===== config.mk =====
export PLATFORM = sky130hd
export DESIGN_NAME = bus_arbiter
export DESIGN_NICKNAME = d
export VERILOG_FILES = /design/src/rtl/bus_arbiter.sv
export SDC_FILE = /design/constraint.sdc
export NUM_CORES = 1
export LEC_CHECK = 0
export CAP_MARGIN = 20
export CELL_PAD_IN_SITES_DETAIL_PLACEMENT = 0
export CELL_PAD_IN_SITES_GLOBAL_PLACEMENT = 1
export CORE_MARGIN = 4
export CORE_UTILIZATION = 28
export DETAILED_ROUTE_END_ITERATION = 10
export PLACE_DENSITY_LB_ADDON = 0.1
export SLEW_MARGIN = 20
export SYNTH_ARGS = -nofsm -noshare
export SYNTH_HDL_FRONTEND = slang
export SYNTH_SLANG_ARGS = --single-unit

===== constraint.sdc =====
create_clock -name clk -period 2.1 [get_ports clk]
set_clock_uncertainty 0.05 [all_clocks]
set_input_delay 0.42 -clock clk [delete_from_list [all_inputs] [get_ports clk]]
set_output_delay 0.42 -clock clk [all_outputs]
set_load 0.005 [all_outputs]

===== src/rtl/bus_arbiter.sv =====
// Single-port Wishbone-style bus arbiter shared by instruction fetch and the MEM stage.
// Optional watchdog enabled by defining BUS_TIMEOUT_EN.
module bus_arbiter #(
   parameter int ADDR_W  = 32,
   parameter int DATA_W  = 32,
   parameter int TIMEOUT = 15
) (
   input  logic              clk,
   input  logic              rst,
   input  logic [5:0]        stall,
   input  logic              flush,
   input  logic              if_ce,
   input  logic [ADDR_W-1:0] if_addr,
   output logic [DATA_W-1:0] if_rdata,
   output logic              if_stallreq,
   input  logic              mem_req,
   input  logic              mem_we,
   input  logic [3:0]        mem_sel,
   input  logic [ADDR_W-1:0] mem_addr,
   input  logic [DATA_W-1:0] mem_wdata,
   output logic [DATA_W-1:0] mem_rdata,
   output logic              mem_stallreq,
   output logic              bus_cyc,
   output logic              bus_stb,
   output logic              bus_we,
   output logic [3:0]        bus_sel,
   output logic [ADDR_W-1:0] bus_addr,
   output logic [DATA_W-1:0] bus_wdata,
   input  logic [DATA_W-1:0] bus_rdata,
   input  logic              bus_ack,
   output logic              bus_err
);

   typedef enum logic [1:0] {IDLE, IF_BUSY, MEM_BUSY} state_t;

   state_t            state, state_n;
   logic              cyc, cyc_n;
   logic              we, we_n;
   logic [3:0]        sel, sel_n;
   logic [ADDR_W-1:0] addr, addr_n;
   logic [DATA_W-1:0] wdata, wdata_n;
   logic              if_done, if_done_n;
   logic              mem_done, mem_done_n;
   logic              discard, discard_n;
   logic [DATA_W-1:0] if_hold, if_hold_n;
   logic [DATA_W-1:0] mem_hold, mem_hold_n;
   logic              err, err_n;
   logic              timeout;
   logic              finish;
   logic [DATA_W-1:0] finish_data;
   logic              unused_stall;

   assign unused_stall = ^{stall[5], stall[3:2], stall[0]};

`ifdef BUS_TIMEOUT_EN
   logic [3:0] cnt, cnt_n;

   // Watchdog counts busy cycles; counter is zero on the first busy cycle.
   assign timeout = (state != IDLE) && !bus_ack && (cnt == 4'(TIMEOUT - 1));

   always_comb begin
      cnt_n = cnt + 4'd1;
      if (state == IDLE || finish)
         cnt_n = 4'd0;
   end

   always_ff @(posedge clk) begin
      if (rst)
         cnt <= 4'd0;
      else
         cnt <= cnt_n;
   end
`else
   logic [31:0] unused_timeout;

   assign unused_timeout = TIMEOUT;
   assign timeout        = 1'b0;
`endif

   // A timed-out transaction completes like an ack but delivers zero data.
   assign finish      = (state != IDLE) && (bus_ack || timeout);
   assign finish_data = bus_ack ? bus_rdata : '0;

   always_comb begin
      state_n    = state;
      cyc_n      = cyc;
      we_n       = we;
      sel_n      = sel;
      addr_n     = addr;
      wdata_n    = wdata;
      discard_n  = discard;
      if_hold_n  = if_hold;
      mem_hold_n = mem_hold;
      err_n      = timeout;
      if_done_n  = if_done;
      mem_done_n = mem_done;

      case (state)
         IDLE: begin
            discard_n = 1'b0;
            if (mem_req && !mem_done) begin
               state_n = MEM_BUSY;
               cyc_n   = 1'b1;
               we_n    = mem_we;
               sel_n   = mem_sel;
               addr_n  = mem_addr;
               wdata_n = mem_wdata;
            end else if (if_ce && !if_done && !flush) begin
               state_n = IF_BUSY;
               cyc_n   = 1'b1;
               we_n    = 1'b0;
               sel_n   = 4'hF;
               addr_n  = if_addr;
               wdata_n = '0;
            end
         end
         IF_BUSY: begin
            if (finish) begin
               state_n   = IDLE;
               cyc_n     = 1'b0;
               we_n      = 1'b0;
               discard_n = 1'b0;
               if (!discard && !flush)
                  if_hold_n = finish_data;
            end else if (flush) begin
               discard_n = 1'b1;
            end
         end
         MEM_BUSY: begin
            if (finish) begin
               state_n    = IDLE;
               cyc_n      = 1'b0;
               we_n       = 1'b0;
               mem_hold_n = finish_data;
            end
         end
         default: begin
            state_n = IDLE;
            cyc_n   = 1'b0;
         end
      endcase

      // A flush always discards the fetch result; otherwise a completion beats a same-edge clear.
      if (flush)
         if_done_n = 1'b0;
      else if (state == IF_BUSY && finish && !discard)
         if_done_n = 1'b1;
      else if (!stall[1])
         if_done_n = 1'b0;

      if (state == MEM_BUSY && finish)
         mem_done_n = 1'b1;
      else if (!stall[4])
         mem_done_n = 1'b0;
   end

   always_ff @(posedge clk) begin
      if (rst) begin
         state    <= IDLE;
         cyc      <= 1'b0;
         we       <= 1'b0;
         sel      <= 4'h0;
         addr     <= '0;
         wdata    <= '0;
         if_done  <= 1'b0;
         mem_done <= 1'b0;
         discard  <= 1'b0;
         if_hold  <= '0;
         mem_hold <= '0;
         err      <= 1'b0;
      end else begin
         state    <= state_n;
         cyc      <= cyc_n;
         we       <= we_n;
         sel      <= sel_n;
         addr     <= addr_n;
         wdata    <= wdata_n;
         if_done  <= if_done_n;
         mem_done <= mem_done_n;
         discard  <= discard_n;
         if_hold  <= if_hold_n;
         mem_hold <= mem_hold_n;
         err      <= err_n;
      end
   end

   assign bus_cyc      = cyc;
   assign bus_stb      = cyc;
   assign bus_we       = we;
   assign bus_sel      = sel;
   assign bus_addr     = addr;
   assign bus_wdata    = wdata;
   assign bus_err      = err;
   assign if_rdata     = if_hold;
   assign mem_rdata    = mem_hold;
   assign if_stallreq  = if_ce & ~if_done;
   assign mem_stallreq = mem_req & ~mem_done;

endmodule

# == Word-level counts from Yosys, hierarchy flattened ==
# Cells that the tools add are included.
# totals
out_inout_bits,138
in_bits,145
ff_bits,139
# op_classes
n_reduce_logical,25
n_bitwise,4
mux,25
n_eq_ne,7
# ops
cell,n
$mux W32,5
$mux W1,11
$logic_and A1 B1 Y1,8
$mux W4,2
$reduce_and A2 Y1,4
$reduce_bool A2 Y1,4
$mux W2,3
$ne A2 B1 Y1 const B,3
$ne A3 B3 Y1 const B,2
$pmux W1 S2,3
$reduce_and A3 Y1,2
$logic_not A1 Y1,4
$pmux W2 S2,1
$reduce_or A2 Y1,2
$and A1 B1 Y1,2
$eq A2 B1 Y1 const B,1
$eq A2 B2 Y1 const B,1
$logic_not A2 Y1,1
$not A1 Y1,2

# == Longest topological paths before layout ==
# depth
depth_word,6
depth_mapped,8
mapped_depth_nobuf,6

# == Worst setup path after synthesis ==
# OpenSTA, ideal clock, no wires.
# synth_timing
kind,register to register
startpoint,register state[0]
endpoint,"register if_hold[10], in the netlist if_rdata[10]"
path_slack_ns,0.285
stages_incl_launch_ff,8
path_buffers,2
synth_period_minus_slack_ns,1.815
required_ns,1.918
arrival_time_ns,1.633
path_cell_list,dfxtp_1 > inv_1 > ha_1 > or4_1 > clkbuf_1 > clkbuf_1 > nand2_1 > a21oi_1
# synth_via
elab_chain_cells,3
elab_cells_between_ends,4
classes_between,1 x eq/ne; 3 x reduce/logical
# synth_rtl
item,line,source
from (decl),36,"state_t state, state_n;"
from (signal assigned),172,state <= state_n;
$reduce_bool A2 Y1,81,assign finish = (state != IDLE) && (bus_ack || timeout);
$logic_and A1 B1 Y1,81,
$reduce_and A3 Y1 (no line) (*),n/a,
to (signal assigned),181,if_hold <= if_hold_n;
to (decl),45,"logic [DATA_W-1:0] if_hold, if_hold_n;"
# Every way passes the cells marked *; elsewhere a longest branch is shown, timed or not.
# A chain may end at the register's enable or synchronous reset.

# == Worst setup path in the final report ==
# layout_timing
startpoint,input if_ce
endpoint,"register addr[2], in the netlist bus_addr[2]"
# layout_via
elab_chain_cells,4
# layout_rtl
item,line,source
from (decl),12,"input logic if_ce,"
$logic_and A1 B1 Y1 (2 in series),108,end else if (if_ce && !if_done && !flush) begin
$reduce_bool A2 Y1 (no line),n/a,
$reduce_and A2 Y1 (no line),n/a,
to (signal assigned),176,addr <= addr_n;
to (decl),40,"logic [ADDR_W-1:0] addr, addr_n;"
# No other way between the ends.

==> impl_results.md <==
* Status: finished clean
* IO Pins at about 280
* CTS Sinks at 139
* Worst-case reg-to-reg path depth at 6
* Slowest-stage cell, CP: clkdlybuf4s50_1
* Yosys warns at 0
* Synth area leaders: dfxtp_1 51%, nand2_1 11%, a311oi_2 8.8%
* Port-buffer cells at 277
* Main flop type after synthesis: dfxtp_1
* Drt total wl at 18500 um
* Routed Antenna Nets at 0
* Layout cells sized above 1 at roughly 10%
* Total GRT Usage at roughly 16%
* Top cells by count, synth: 165 x nand2_1, 139 x dfxtp_1, 75 x nor2_1
* Antenna violations before repair at 1
* Fraction of synthesized area in multiplexers at less than 1%
* H-tree levels at 4
* Routability cong. at roughly 0.76
* Hold endpoint: bus_cyc$_SDFFE_PP0P_
* Die Ht at approximately 150 um
* Unrepaired setup endpoints after global routing: false
* Ys async rst share at 0%
* Cell Rows at 50
* Final Util at approximately half
* DIE AREA at 21900 um2
* Leakage power at 3.29 nW
* Post-synth top area cell: dfxtp_1
* Peak VDD IR at approximately 0.6 mV
* CTS tree: built
* Avg Cell Area, Syn at roughly 8.6 um2
* Largest family of logic cells by synthesized area: simple AND/OR/NAND/NOR gates
* Synth top area share at about half
* HP Start: rst
* Clock slew at reported path FFs at 50 ps
* CP Data Required Time at roughly 2400 ps
* Unique masters post-synth at 31
* Largest net degree at the start of global routing at around 80
* Later-pin clock latency in the skew report at between 400 and 500 ps
* Nets at 1053
* Crit path cell chain: clkdlybuf4s50_1 -> or3b_4 -> a21boi_4 -> buf_12 -> nor2_1 -> a311oi_2
* Power Dens Cells at approximately 800 nW/um2
* First-pass GRT wire length at between 20000 and 30000 um
* Yosys reg bits at 139
* CTS Buffer Depth at 2
* Synth Area in Simple Gates at 21.5%
* Hold Path Depth at 2
* Adder-Cell Fraction of Synth Area at ~1.1%
* R2r startpoint: state[0]$_SDFFE_PP0P_
* Vias in the first global route at around 5.6k
* 1st-pass router iterations at 4
* Final period util at 87.9%
* DRC at 0
* DR vias/cell at around 4.6
* Synth Net Count at slightly below 800
* Detailed placer's ending HPWL at 13500 um
* RR Endpoint: if_rdata[26]$_SDFFE_PP0P_
* Maxcap violations at 0
* Synth Area in Compound Gates at 20.7%
* Hold crit path type: in -> reg
* Post-synth EDFFs at 0
* First DRT Iteration DRCs at roughly 240
* Endpoints failing setup at 0
* Core Area at 19000 um2
* Post-synthesis sequential area ratio at between 50% and 60%
* Min cycle time layout at 1850 ps
* Setup bufs post-CTS at 0
* Final Max Tran Viols at 0
* Final Hold Fails at 0
* Starting Density at between 20% and 30%
* Max Freq at ~540 MHz
* DR WL/cell at ~16 um
* Most instantiated library cell after synthesis: nand2_1
* Area Overhead vs Synth at 67.8%
* CTS Root Cell: clkbuf_16
* FF-to-FF setup slack at 290 ps
* Worst path arrival time at roughly 2100 ps
* CP Max Fanout at 39
* Hold slack at about 210 ps
* Gr ovfl total at 0
* Critical Path Source Type: input port
* Cts bufs inserted at 17
* Post-Syn Area at around 5500 um2
* Via count at roughly 5.4k
* Max incr delay on CP at approximately 480 ps
* Chip width at around 150 um
* Setup CP Type: in -> reg
* XOR/XNOR share of the synthesized area at 0%
* CP endpoint kind: flip-flop
* Final Power at 0.00737 W
* Gate count of the mapped netlist at ~640
## sequential cells by signal, summed over array words and instances (netlist names)
name / count
state: 2
mem_rdata: 32
if_done: 1
if_rdata: 32
bus_we: 1
discard: 1
mem_done: 1
bus_cyc: 1
bus_addr: 32
bus_sel: 4
bus_wdata: 32
## cell type report
type / instances / area (um2)
Sequential cell: 139 / 2780
Multi-Input combinational cell: 438 / 2410
Timing Repair Buffer: 302 / 3070
Clock buffer: 19 / 443
Clock inverter: 11 / 146
Inverter: 5 / 18.8
Tap cell: 260 / 325
Fill cell: 1798 / 9750
Antenna cell: 1 / 2.50
## cells by family after synthesis
kind of cell / Yosys count
simple gates: 290
compound gates: 140
flops: 139
buf+inv: 61
fa+ha+maj: 5
mux: 2
other cells: 1
## critical path: cells and delay by family
family	cells	cell delay, ps
compound gates	2	460
buf+inv	2	740
simple gates	2	480
## report_power, final
| part | leakage, nW | internal [W] | switching [W] |
|---|---|---|---|
| registers | 1.13 | 0.00281 | 0.0000978 |
| logic | 1.87 | 0.000823 | 0.000627 |
| clock network | 0.285 | 0.00189 | 0.00112 |
| total | 3.29 | 0.00552 | 0.00185 |
## worst max-delay path by stage
| stage | start | endpoint | slack, ps | cells after the start |
|---|---|---|---|---|
| finish | if_ce | bus_addr[2]$_SDFFE_PP0P_ | 250 | 6 |
| CTS | if_ce | if_stallreq | 30 | 3 |
| global placement | if_ce | bus_we$_SDFFE_PP0P_ | -150 | 6 |
| detailed placement | if_ce | bus_addr[8]$_SDFFE_PP0P_ | -180 | 6 |
| global route | state[1]$_SDFFE_PP0P_ | if_rdata[29]$_SDFFE_PP0P_ | 140 | 6 |
| floorplan | state[0]$_SDFFE_PP0P_ | if_rdata[10]$_SDFFE_PP0P_ | 290 | 7 |
## cells in the final DEF (no fill, tap or decap), drive strengths merged, types with 2 or more instances in the layout
master,n
clkinvlp,2
inv,6
clkbuf,19
clkinv,5
a21oi,71
a311oi,32
clkdlybuf4s50,274
nand2,165
buf,26
bufinv,3
nand3,32
ha,5
nor3,8
a22oi,32
dfxtp,139
nand2b,3
nor2,75
mux2i,2
## stage by stage
step | std cells | setup TNS (ps) | cell area (um2) | setup slack (ps)
floorplan | 638 | 0 | 5480 | 285
global placement | 1144 | -4330 | 8610 | -152
detailed placement | 1144 | -5550 | 8610 | -178
CTS | 1174 | 0 | 9200 | 27.8
global route | 1175 | 0 | 9200 | 138
finish | 1175 | 0 | 9200 | 255
## per-layer routing
| layer | up-vias | share of wire, % | global-route usage [%] |
|---|---|---|---|
| li1 | 2697 | - | - |
| met5 | - | 0 | 0 |
| met4 | 0 | 1.1 | 4.71 |
| met2 | 197 | 49 | 28.2 |
| met3 | 15 | 8.6 | 6.53 |
| met1 | 2524 | 42 | 19.2 |
## repair_timing
action | in CTS | in global routing
pin swaps | 0 | 0
hold endpoints to repair | 0 | 0
setup endpoints to repair | 1 | 1
hold buffers | 0 | 0
gates resized for setup | 1 | 1
(Power assumes the default switching activity.)
